==> src/rtl/tpu_weight_loader.sv <==
// Weight-buffer write-port producer: unpacks ternary stream beats into rows and issues the bank swap.
// Optional zero-padding of the last row group is enabled by defining TPU_WLOAD_ZERO_PAD_EN.
module tpu_weight_loader #(
  parameter int ARRAY_SIZE = 8,
  parameter int MAX_K      = 256,
  parameter int ADDR_WIDTH = 16,
  parameter int BUS_WIDTH  = 32
) (
  input  logic                             clk,
  input  logic                             rst_n,
  input  logic                             start,
  input  logic [$clog2(MAX_K):0]           num_rows,
  input  logic                             compute_idle,
  input  logic                             s_valid,
  output logic                             s_ready,
  input  logic [BUS_WIDTH-1:0]             s_data,
  output logic                             wr_en,
  output logic [ADDR_WIDTH-1:0]            wr_addr,
  output logic [ARRAY_SIZE-1:0][1:0]       wr_data,
  output logic                             swap_banks,
  output logic                             busy,
  output logic                             done,
  output logic                             err
);
  localparam int RW  = 2*ARRAY_SIZE;
  localparam int SPB = BUS_WIDTH/RW;
  localparam int SW  = (SPB > 1) ? $clog2(SPB) : 1;
  localparam int NRW = $clog2(MAX_K)+1;

`ifdef TPU_WLOAD_ZERO_PAD_EN
  typedef enum logic [2:0] {IDLE, LOAD, WAIT_SWAP, FIN, PAD} state_t;
`else
  typedef enum logic [2:0] {IDLE, LOAD, WAIT_SWAP, FIN} state_t;
`endif

  state_t                     state, state_nx;
  logic [NRW-1:0]             num_q, row_cnt;
  logic [SPB-1:0][RW-1:0]     hold;
  logic                       hold_vld;
  logic [SW-1:0]              slice_cnt;
  logic [ARRAY_SIZE-1:0][1:0] cur_row, wr_row;
  logic                       start_ok, last_slice, last_row, bad_w, pad_need;

  assign cur_row    = hold[slice_cnt];
  assign start_ok   = (num_rows != '0) && (num_rows <= NRW'(MAX_K));
  assign last_slice = (slice_cnt == SW'(SPB-1));
  assign last_row   = (row_cnt == num_q - NRW'(1));

  always_comb begin
    bad_w = 1'b0;
    for (int i = 0; i < ARRAY_SIZE; i++)
      if (cur_row[i] == 2'b10) bad_w = 1'b1;
  end

`ifdef TPU_WLOAD_ZERO_PAD_EN
  // Pad target: num_rows rounded up to a whole row group, never past MAX_K.
  logic [NRW:0] pad_sum, pad_rnd, pad_end;
  always_comb begin
    pad_sum  = {1'b0, num_q} + (NRW+1)'(ARRAY_SIZE-1);
    pad_rnd  = (pad_sum / (NRW+1)'(ARRAY_SIZE)) * (NRW+1)'(ARRAY_SIZE);
    pad_end  = (pad_rnd > (NRW+1)'(MAX_K)) ? (NRW+1)'(MAX_K) : pad_rnd;
    pad_need = (pad_end != {1'b0, num_q});
  end
`else
  assign pad_need = 1'b0;
`endif

  always_comb begin
    state_nx   = state;
    wr_en      = 1'b0;
    wr_row     = '0;
    s_ready    = 1'b0;
    swap_banks = 1'b0;
    done       = 1'b0;
    case (state)
      IDLE: if (start) state_nx = start_ok ? LOAD : FIN;
      LOAD: begin
        s_ready = !hold_vld || (last_slice && !last_row);
        if (hold_vld) begin
          wr_en  = 1'b1;
          wr_row = cur_row;
          if (last_row) begin
`ifdef TPU_WLOAD_ZERO_PAD_EN
            state_nx = pad_need ? PAD : WAIT_SWAP;
`else
            state_nx = WAIT_SWAP;
`endif
          end
        end
      end
`ifdef TPU_WLOAD_ZERO_PAD_EN
      PAD: begin
        wr_en = 1'b1;
        if ({1'b0, row_cnt} == pad_end - (NRW+1)'(1)) state_nx = WAIT_SWAP;
      end
`endif
      WAIT_SWAP: if (compute_idle) begin
        swap_banks = 1'b1;
        state_nx   = FIN;
      end
      FIN: begin
        done     = 1'b1;
        state_nx = IDLE;
      end
      default: state_nx = IDLE;
    endcase
  end

  always_ff @(posedge clk or negedge rst_n) begin
    if (!rst_n) begin
      state     <= IDLE;
      num_q     <= '0;
      row_cnt   <= '0;
      hold      <= '0;
      hold_vld  <= 1'b0;
      slice_cnt <= '0;
      err       <= 1'b0;
    end else begin
      state <= state_nx;
      if (state == IDLE && start) begin
        if (start_ok) begin
          num_q     <= num_rows;
          row_cnt   <= '0;
          err       <= 1'b0;
          hold_vld  <= 1'b0;
          slice_cnt <= '0;
        end else begin
          err <= 1'b1;
        end
      end
      if (wr_en) row_cnt <= row_cnt + NRW'(1);
      if (state == LOAD && hold_vld && bad_w) err <= 1'b1;
      if (s_valid && s_ready) begin
        hold      <= s_data;
        hold_vld  <= 1'b1;
        slice_cnt <= '0;
      end else if (state == LOAD && hold_vld) begin
        // Last row drops whatever slices remain in the beat.
        if (last_row || last_slice) hold_vld <= 1'b0;
        else                        slice_cnt <= slice_cnt + SW'(1);
      end
    end
  end

  assign wr_addr = ADDR_WIDTH'(row_cnt);
  assign wr_data = wr_row;
  assign busy    = (state != IDLE);

  logic unused_pad;
  assign unused_pad = pad_need;
endmodule

==> config.mk <==
export PLATFORM = sky130hd
export DESIGN_NAME = tpu_weight_loader
export DESIGN_NICKNAME = d
export VERILOG_FILES = /design/src/rtl/tpu_weight_loader.sv
export SDC_FILE = /design/constraint.sdc
export NUM_CORES = 1
export LEC_CHECK = 0
export CORE_MARGIN = 5
export CORE_UTILIZATION = 45
export CTS_CLUSTER_DIAMETER = 60
export DETAILED_ROUTE_END_ITERATION = 16
export PLACE_DENSITY = 0.76
export SLEW_MARGIN = 20
export SYNTH_ARGS = -nofsm -noshare
export SYNTH_HDL_FRONTEND = slang
export SYNTH_SLANG_ARGS = --single-unit
==> constraint.sdc <==
create_clock -name clk -period 2.7 [get_ports clk]
set_input_delay 0.27 -clock clk [delete_from_list [all_inputs] [get_ports clk]]
set_output_delay 0.27 -clock clk [all_outputs]
set_load 0.05 [all_outputs]
==> key figures, run 1 <==
Status
  • Outcome: finished clean

Timing
  • Final Hold Vio Count: 0
  • Final critical path time including I/O delays and setup: 2.63 ns
  • Fraction of the cycle the final worst path needs: 97.4%
  • Least-Margin Pin Slew: 0.691 ns
  • Number of slew-limit violations in the final report: 0
  • Achievable Freq: 380 MHz
  • Rel. slew slack: 53.9%
  • Min Hold Slack: 0.0785 ns
  • Clock skew: 0.00886 ns
  • Count of endpoints failing setup in the final report: 0

Synth
  • Combined area of all synthesized cells: 3280 sq um
  • Synthesized flop and latch total: 55
  • Cell accounting for the most synthesized area: dfrtp_1
  • Top area cells in the synthesized netlist: dfrtp_1 (42%), mux2_4 (13%), mux2i_1 (5.2%)
  • Portion of netlist area occupied by mux cells: 21.9%
  • Fraction of the mapped netlist area in adder cells: 2.29%
  • Portion of synthesized cell area occupied by the leading cell type: 42.0%
  • Post-synthesis average cell area: 10.7 sq um
  • Distinct cells, synth: 53
  • Async SR Flop Fraction: 100%
  • Xor and xnor area share after synthesis: 3.17%
  • Largest family of logic cells by synthesized area: multiplexers
  • Top flip-flop cell by instance count after synthesis: dfrtp_1
  • Count of flip-flops with a built-in enable after synthesis: 0
  • Gate count of the mapped netlist: 306
  • Synthesis Warnings: 0
  • Sequential fraction of the synthesis area: 42.0%
  • Post-synthesis compound-gate area fraction: 10.5%
  • Simple-gate share of the synthesized area: 12.5%

CTS
  • # hold bufs at CTS: 0
  • Clock sink total: 55
  • Number of levels the H-tree was split into: 2
  • CTS root buf: clkbuf_8
  • TritonCTS clock tree: done
  • Worst-Skew Late Latency: 0.30 ns
  • Clock buffers created by TritonCTS: 5
  • Clock edge transition at the registers on the reported setup and hold paths: 0.10 ns
  • Max Buffers Root-to-Sink: 2

Cells and area
  • Number of nets in the final layout: 438
  • Share of layout cells above drive strength 1: 23.3%
  • Area added between synthesis and finish: 35.2%
  • Final core area utilization: 61.7%
  • Antenna diodes: 0

Global routing
  • Fraction of met2 tracks used by global routing: 29.7%
  • Overall routing resource usage: 17.6%
  • Met1 GRT Util: 22.5%
  • Largest net degree at the start of global routing: 56
  • Most congested layer reported by global routing: met2
  • Residual overflow from global routing: 0
  • Global-route wire length before repair: 12600 um
  • Antenna violations before repair: 0
  • Number of global-route vias before repair: 2630
  • GR met3 Demand/Resource: 4.42%

Critical path
  • Crit path DAT: 2.36 ns
  • Endpoint kind of the worst setup timing path: primary output
  • Nature of the critical path startpoint: register
  • Startpoint of the lowest-slack register-to-register path: num_q[3]
  • Endpoint required time on the critical path: 2.43 ns
  • Startpoint-to-endpoint class of the critical path: reg2out
  • Worst-path maximum fanout: 5
  • Critical Path Source: num_q[3]

Pwr
  • Worst IR Drop VDD: 0.000739 V
  • Total leakage power: 1.89 nW
  • Cell Pwr Density: 1140 nW/um^2

Detailed routing
  • Final routed DRC violation total: 0
  • Total number of vias: 2544
  • Initial detailed-routing violation count: 111
  • Final ANT Viol Nets: 0
  • Total iterations of the first detailed-routing run: 5
  • Total wire length after detailed routing: 7910 um
  • Average via count per standard cell: 5.25
  • Routed WL per cell: 16.3 um

Die
  • Number of top-level pins: 84
  • Row Count: 31
  • Die width: 95.4 um
  • Core Area: 7180 sq um
  • Die area: 9090 sq um
  • Die height: 95.4 um
  • Starting density of the core: 45.7%

Placed design
  • Port-buffer cells: 76
  • HPWL reported at the end of detailed placement: 5800 um
  • Final weighted congestion of routability-driven global placement: 0.867

Flow run
  • Max-cap violation count: 0

Min path
  • Class of the most critical hold timing path: in2async
-- Yosys cell counts, drive strengths merged (3+ instances only) --
| master | count |
|---|---|
| a21oi | 3 |
| and2 | 3 |
| buf | 12 |
| clkbuf | 7 |
| dfrtp | 55 |
| ha | 6 |
| inv | 25 |
| mux2 | 39 |
| mux2i | 17 |
| nand2 | 15 |
| nand3 | 4 |
| nor2 | 32 |
| nor3 | 7 |
| nor4 | 4 |
| o2111ai | 3 |
| o21ai | 20 |
| o22ai | 3 |
| o31ai | 4 |
| xnor2 | 8 |
| xor2 | 3 |
-- state kept, by name, indices dropped and copies added (netlist names) --
signal,count
row_cnt,9
num_q,9
last_slice,1
hold,32
hold_vld,1
err,1
state,2
-- cell type report --
cell class | count | area, sq um
multi-input combinational | 213 | 1730
clock inverter | 1 | 5.00
inverter | 25 | 93.8
timing repair buffer | 86 | 1010
fill | 590 | 2750
tap | 99 | 124
clock buffer | 6 | 82.6
sequential | 55 | 1380
-- report_power, final --
part           total [mW]  leakage [nW]  switching [mW]  internal (mW)
clock network       0.461        0.0470           0.259          0.202
registers            1.63         0.668           0.433           1.20
logic                2.97          1.18            1.48           1.49
total                5.07          1.89            2.17           2.89
-- kinds of logic after synthesis --
logic type,after synthesis
compound gates,51
simple gates,82
other cells,1
xor+xnor,11
buf+inv,44
fa+ha+maj,6
mux,56
flops,55
-- critical path: stages (launching register included) --
cell and delay [ns]:
dfrtp_2 0.46, nor4_4 0.28, nand2_1 0.13, or4b_1 0.56, and3_4 0.22, o21ai_2 0.14
a21boi_2 0.07, buf_4 0.19
-- through the flow --
stage / setup TNS [ns] / cell area (sq um) / power [mW] / cells / setup WS, ns
6_report: 0 / 4430 / 5.07 / 485 / 0.0690
5_1_grt: -0.0189 / 4430 / 5.36 / 485 / -0.0189
4_1_cts: 0 / 4370 / 4.98 / 481 / 0.000266
3_5_place_dp: 0 / 4260 / 4.47 / 474 / 0.166
3_3_place_gp: 0 / 4260 / 4.36 / 474 / 0.229
2_1_floorplan: 0 / 3300 / 3.55 / 312 / 0.0919
-- path summary, 6_finish.rpt --
check	slack, ns	cells past startpoint	end
worst max-delay path	0.07	7	s_ready
worst min-delay path	0.08	2	num_q[1]
worst max register to register	0.20	7	hold[5]
worst min register to register	0.55	1	hold[16]
max in group asynchronous	2.12	2	row_cnt[7]
min in group clk	0.54	3	num_q[0]
-- layout by cell type, fill, tap and decap left out, types with 7 or more instances in the layout --
cell type | netlist | layout
clkdlybuf4s50_1 | 0 | 57
dfrtp_1 | 55 | 52
nor2_1 | 32 | 32
mux2_4 | 29 | 29
inv_1 | 25 | 24
o21ai_0 | 20 | 19
buf_12 | 3 | 18
mux2i_1 | 17 | 17
nand2_1 | 15 | 15
mux2_2 | 10 | 10
buf_4 | 7 | 10
xnor2_1 | 8 | 8
nor3_1 | 7 | 7
conb_1 | 1 | 7
-- layer usage --
metal | vias to the layer above | share of wire (%)
met3 | 11 | 6.6
met5 | - | 0
met1 | 1234 | 42
met2 | 85 | 50
li1 | 1214 | -
met4 | 0 | 1.4
-- repair_timing --
item	4_1_cts	5_1_grt
gates resized for setup	5	9
setup buffers	0	4
pin swaps	2	1
endpoints found under the setup margin	1	1
No activity file was read; power rests on OpenSTA's default activity.
==> run 2, diff against run 1 <==
--- a/config.mk
+++ b/config.mk
@@ -10,6 +10,7 @@
 export CTS_CLUSTER_DIAMETER = 60
 export DETAILED_ROUTE_END_ITERATION = 16
 export PLACE_DENSITY = 0.76
+export SKIP_LAST_GASP = 1
 export SLEW_MARGIN = 20
 export SYNTH_ARGS = -nofsm -noshare
 export SYNTH_HDL_FRONTEND = slang
==> results of run 2 <==
Final layout, timing and power as in run 1 (identical DEF).
==> run 3, diff against run 2 <==
--- a/config.mk
+++ b/config.mk
@@ -5,11 +5,12 @@
 export SDC_FILE = /design/constraint.sdc
 export NUM_CORES = 1
 export LEC_CHECK = 0
+export ABC_CLOCK_PERIOD_IN_PS = 2700
 export CORE_MARGIN = 5
 export CORE_UTILIZATION = 45
 export CTS_CLUSTER_DIAMETER = 60
 export DETAILED_ROUTE_END_ITERATION = 16
-export PLACE_DENSITY = 0.76
+export PLACE_DENSITY = 0.89
 export SKIP_LAST_GASP = 1
 export SLEW_MARGIN = 20
 export SYNTH_ARGS = -nofsm -noshare
==> key figures, run 3 (synthesis gave the netlist of run 1 again) <==
Global routing
  • Antenna violations before repair: 0 (unchanged)
  • Global-route wire length before repair: 13100 um (was 12600 um)
  • Overall routing resource usage: 18.3% (was 17.6%)
  • Largest net degree at the start of global routing: 41 (was 56)
  • Number of global-route vias before repair: 2780 (was 2630)
  • Residual overflow from global routing: 0 (unchanged)

Pwr
  • Worst IR Drop VDD: 0.000612 V (was 0.000739 V)
  • Total leakage power: 1.91 nW (was 1.89 nW)
  • Cell Pwr Density: 1160 nW/um^2 (was 1140 nW/um^2)

Timing
  • RSZ-0062 raised after global routing: false
  • Min Hold Slack: 0.0616 ns (was 0.0785 ns)
  • Final Hold Vio Count: 0 (unchanged)
  • Count of endpoints failing setup in the final report: 0 (unchanged)
  • Achievable Freq: 384 MHz (was 380 MHz)
  • Least-Margin Pin Slew: 0.889 ns (was 0.691 ns)
  • Final critical path time including I/O delays and setup: 2.60 ns (was 2.63 ns)
  • Number of slew-limit violations in the final report: 0 (unchanged)
  • Rel. slew slack: 40.7% (was 53.9%)
  • Post-route worst setup slack: 0.0954 ns (was 0.0690 ns)
  • Clock skew: 0.0100 ns (was 0.00886 ns)
  • Fraction of the cycle the final worst path needs: 96.5% (was 97.4%)
  • Sum of negative setup slack: 0 ns (unchanged)

Critical path
  • Endpoint required time on the critical path: 2.43 ns (about the same)
  • Endpoint kind of the worst setup timing path: primary output (unchanged)
  • Cell with the largest stage delay on the worst path: or4b_4 (was or4b_1)
  • Crit path DAT: 2.33 ns (was 2.36 ns)
  • Largest stage delay on the critical path: 0.49 ns (was 0.56 ns)
  • Worst-path maximum fanout: 5 (unchanged)
  • Nature of the critical path startpoint: register (unchanged)
  • Startpoint-to-endpoint class of the critical path: reg2out (unchanged)
  • Cell breakdown of the critical path: or2_2 -> xnor2_1 -> or4b_4 -> and3_4 -> o21ai_1 -> a21boi_2 -> buf_6 (was nor4_4 -> nand2_1 -> or4b_1 -> and3_4 -> o21ai_2 -> a21boi_2 -> buf_4)

Detailed routing
  • Average via count per standard cell: 5.36 (was 5.25)
  • Total number of vias: 2612 (was 2544)
  • Routed WL per cell: 16.5 um (was 16.3 um)
  • M1 wire length: 3330 um (unchanged)
  • Total iterations of the first detailed-routing run: 5 (unchanged)
  • Final ANT Viol Nets: 0 (unchanged)
  • Total wire length after detailed routing: 8060 um (was 7910 um)
  • Length of routed met2 wiring: 4160 um (was 3940 um)
  • Initial detailed-routing violation count: 99 (was 111)
  • Max Used Layer: met4 (unchanged)
  • Met3 wire length: 374 um (was 525 um)
  • Final routed DRC violation total: 0 (unchanged)

CTS
  • Worst-Skew Late Latency: 0.32 ns (was 0.30 ns)
  • Clock sink total: 55 (unchanged)
  • Clock buffers created by TritonCTS: 5 (unchanged)
  • Number of levels the H-tree was split into: 2 (unchanged)
  • # hold bufs at CTS: 0 (unchanged)
  • TritonCTS clock tree: done (unchanged)
  • CTS root buf: clkbuf_8 (unchanged)
  • Max Buffers Root-to-Sink: 2 (unchanged)
  • Clock edge transition at the registers on the reported setup and hold paths: 0.11 ns (was 0.10 ns)

Placed design
  • Cell area after placement: 4260 sq um (unchanged)
  • Worst setup slack after placement: 0.0943 ns (was 0.166 ns)
  • HPWL reported at the end of detailed placement: 5970 um (was 5800 um)
  • Final weighted congestion of routability-driven global placement: 0.866 (was 0.867)
  • Port-buffer cells: 76 (unchanged)

Die
  • Die area: 9090 sq um (unchanged)
  • Row Count: 31 (unchanged)
  • Core Area: 7180 sq um (unchanged)
  • Die width: 95.4 um (unchanged)
  • Starting density of the core: 45.7% (unchanged)
  • Die height: 95.4 um (unchanged)
  • Number of top-level pins: 84 (unchanged)

Cells and area
  • Leading cell types in the layout, fill and taps excluded: clkdlybuf4s50_1 (57), dfrtp_1 (53), nor2_1 (32) (was clkdlybuf4s50_1 (57), dfrtp_1 (52), nor2_1 (32))
  • Max FFs per register: 32 (unchanged)
  • Number of nets in the final layout: 439 (was 438)
  • Share of layout cells above drive strength 1: 23.5% (was 23.3%)
  • Antenna diodes: 0 (unchanged)
  • Area added between synthesis and finish: 36.1% (was 35.2%)
  • Biggest regs: hold (32), num_q (9), row_cnt (9) (unchanged)
  • Final instance area: 4460 sq um (was 4430 sq um)
  • Most frequent standard cell in the layout excluding fill and tap cells: clkdlybuf4s50_1 (unchanged)
  • Largest register by flop count: hold (unchanged)

Min path
  • Class of the most critical hold timing path: in2async (unchanged)

Flow run
  • Max-cap violation count: 0 (unchanged)

Status
  • Outcome: finished clean (unchanged)
[run 3: worst paths after layout]
path | slack [ns] | endpoint | from | depth (start not counted)
setup / recovery | 0.1 | s_ready | num_q[1] | 7
hold / removal | 0.06 | num_q[1] | rst_n | 1
setup reg to reg | 0.24 | hold[2] | num_q[1] | 7
hold reg to reg | 0.54 | num_q[8] | num_q[8] | 1
max in group asynchronous | 1.88 | hold[8] | rst_n | 2
min in group clk | 0.54 | num_q[8] | num_q[8] | 1
[run 3: routing by layer]
| metal | track usage, % | vias up |
|---|---|---|
| li1 | - | 1230 |
| met1 | 22.4 | 1266 |
| met2 | 31.8 | 94 |
| met3 | 3.87 | 22 |
| met4 | 6.25 | 0 |
| met5 | 0 | - |
[run 3: final cells by class]
type / instances / area, sq um
clock inverters: 3 / 33.8
repair buffers: 87 / 1020
fillers: 545 / 2720
flip-flops and latches: 55 / 1380
well taps: 99 / 124
multi-input cells: 213 / 1740
inverters: 25 / 93.8
clock buffers: 5 / 68.8
[run 3: repair_timing]
item / in CTS / in global routing
pin swaps: 1 / 3
endpoints found under the setup margin: 1 / 1
buffers inserted: 2 / 3
resized for setup: 4 / 10
[run 3: power by group]
| group | total, mW | internal (mW) | leakage [nW] | switching [mW] |
|---|---|---|---|---|
| combinational | 3.04 | 1.51 | 1.19 | 1.52 |
| sequential | 1.62 | 1.20 | 0.670 | 0.418 |
| clock | 0.507 | 0.198 | 0.0519 | 0.309 |
| total | 5.16 | 2.91 | 1.91 | 2.25 |
[run 3: metrics by stage]
step / instances / total power, mW / util, %
floorplan: 312 / 3.55 / -
global placement: 474 / 4.34 / 59.3
detailed placement: 474 / 4.48 / 59.3
CTS: 484 / 5.04 / 61.1
global route: 487 / 5.46 / 62.2
finish: 487 / 5.16 / 62.2
[run 3: critical path: cells and delay by family (launching register included)]
family	cells	cell delay, ns
DFF	1	0.43
AOI/OAI and AO/OA	2	0.25
xor gates and xnor gates	1	0.13
buffers and inverters	1	0.16
and+or+nand+nor	3	1.05
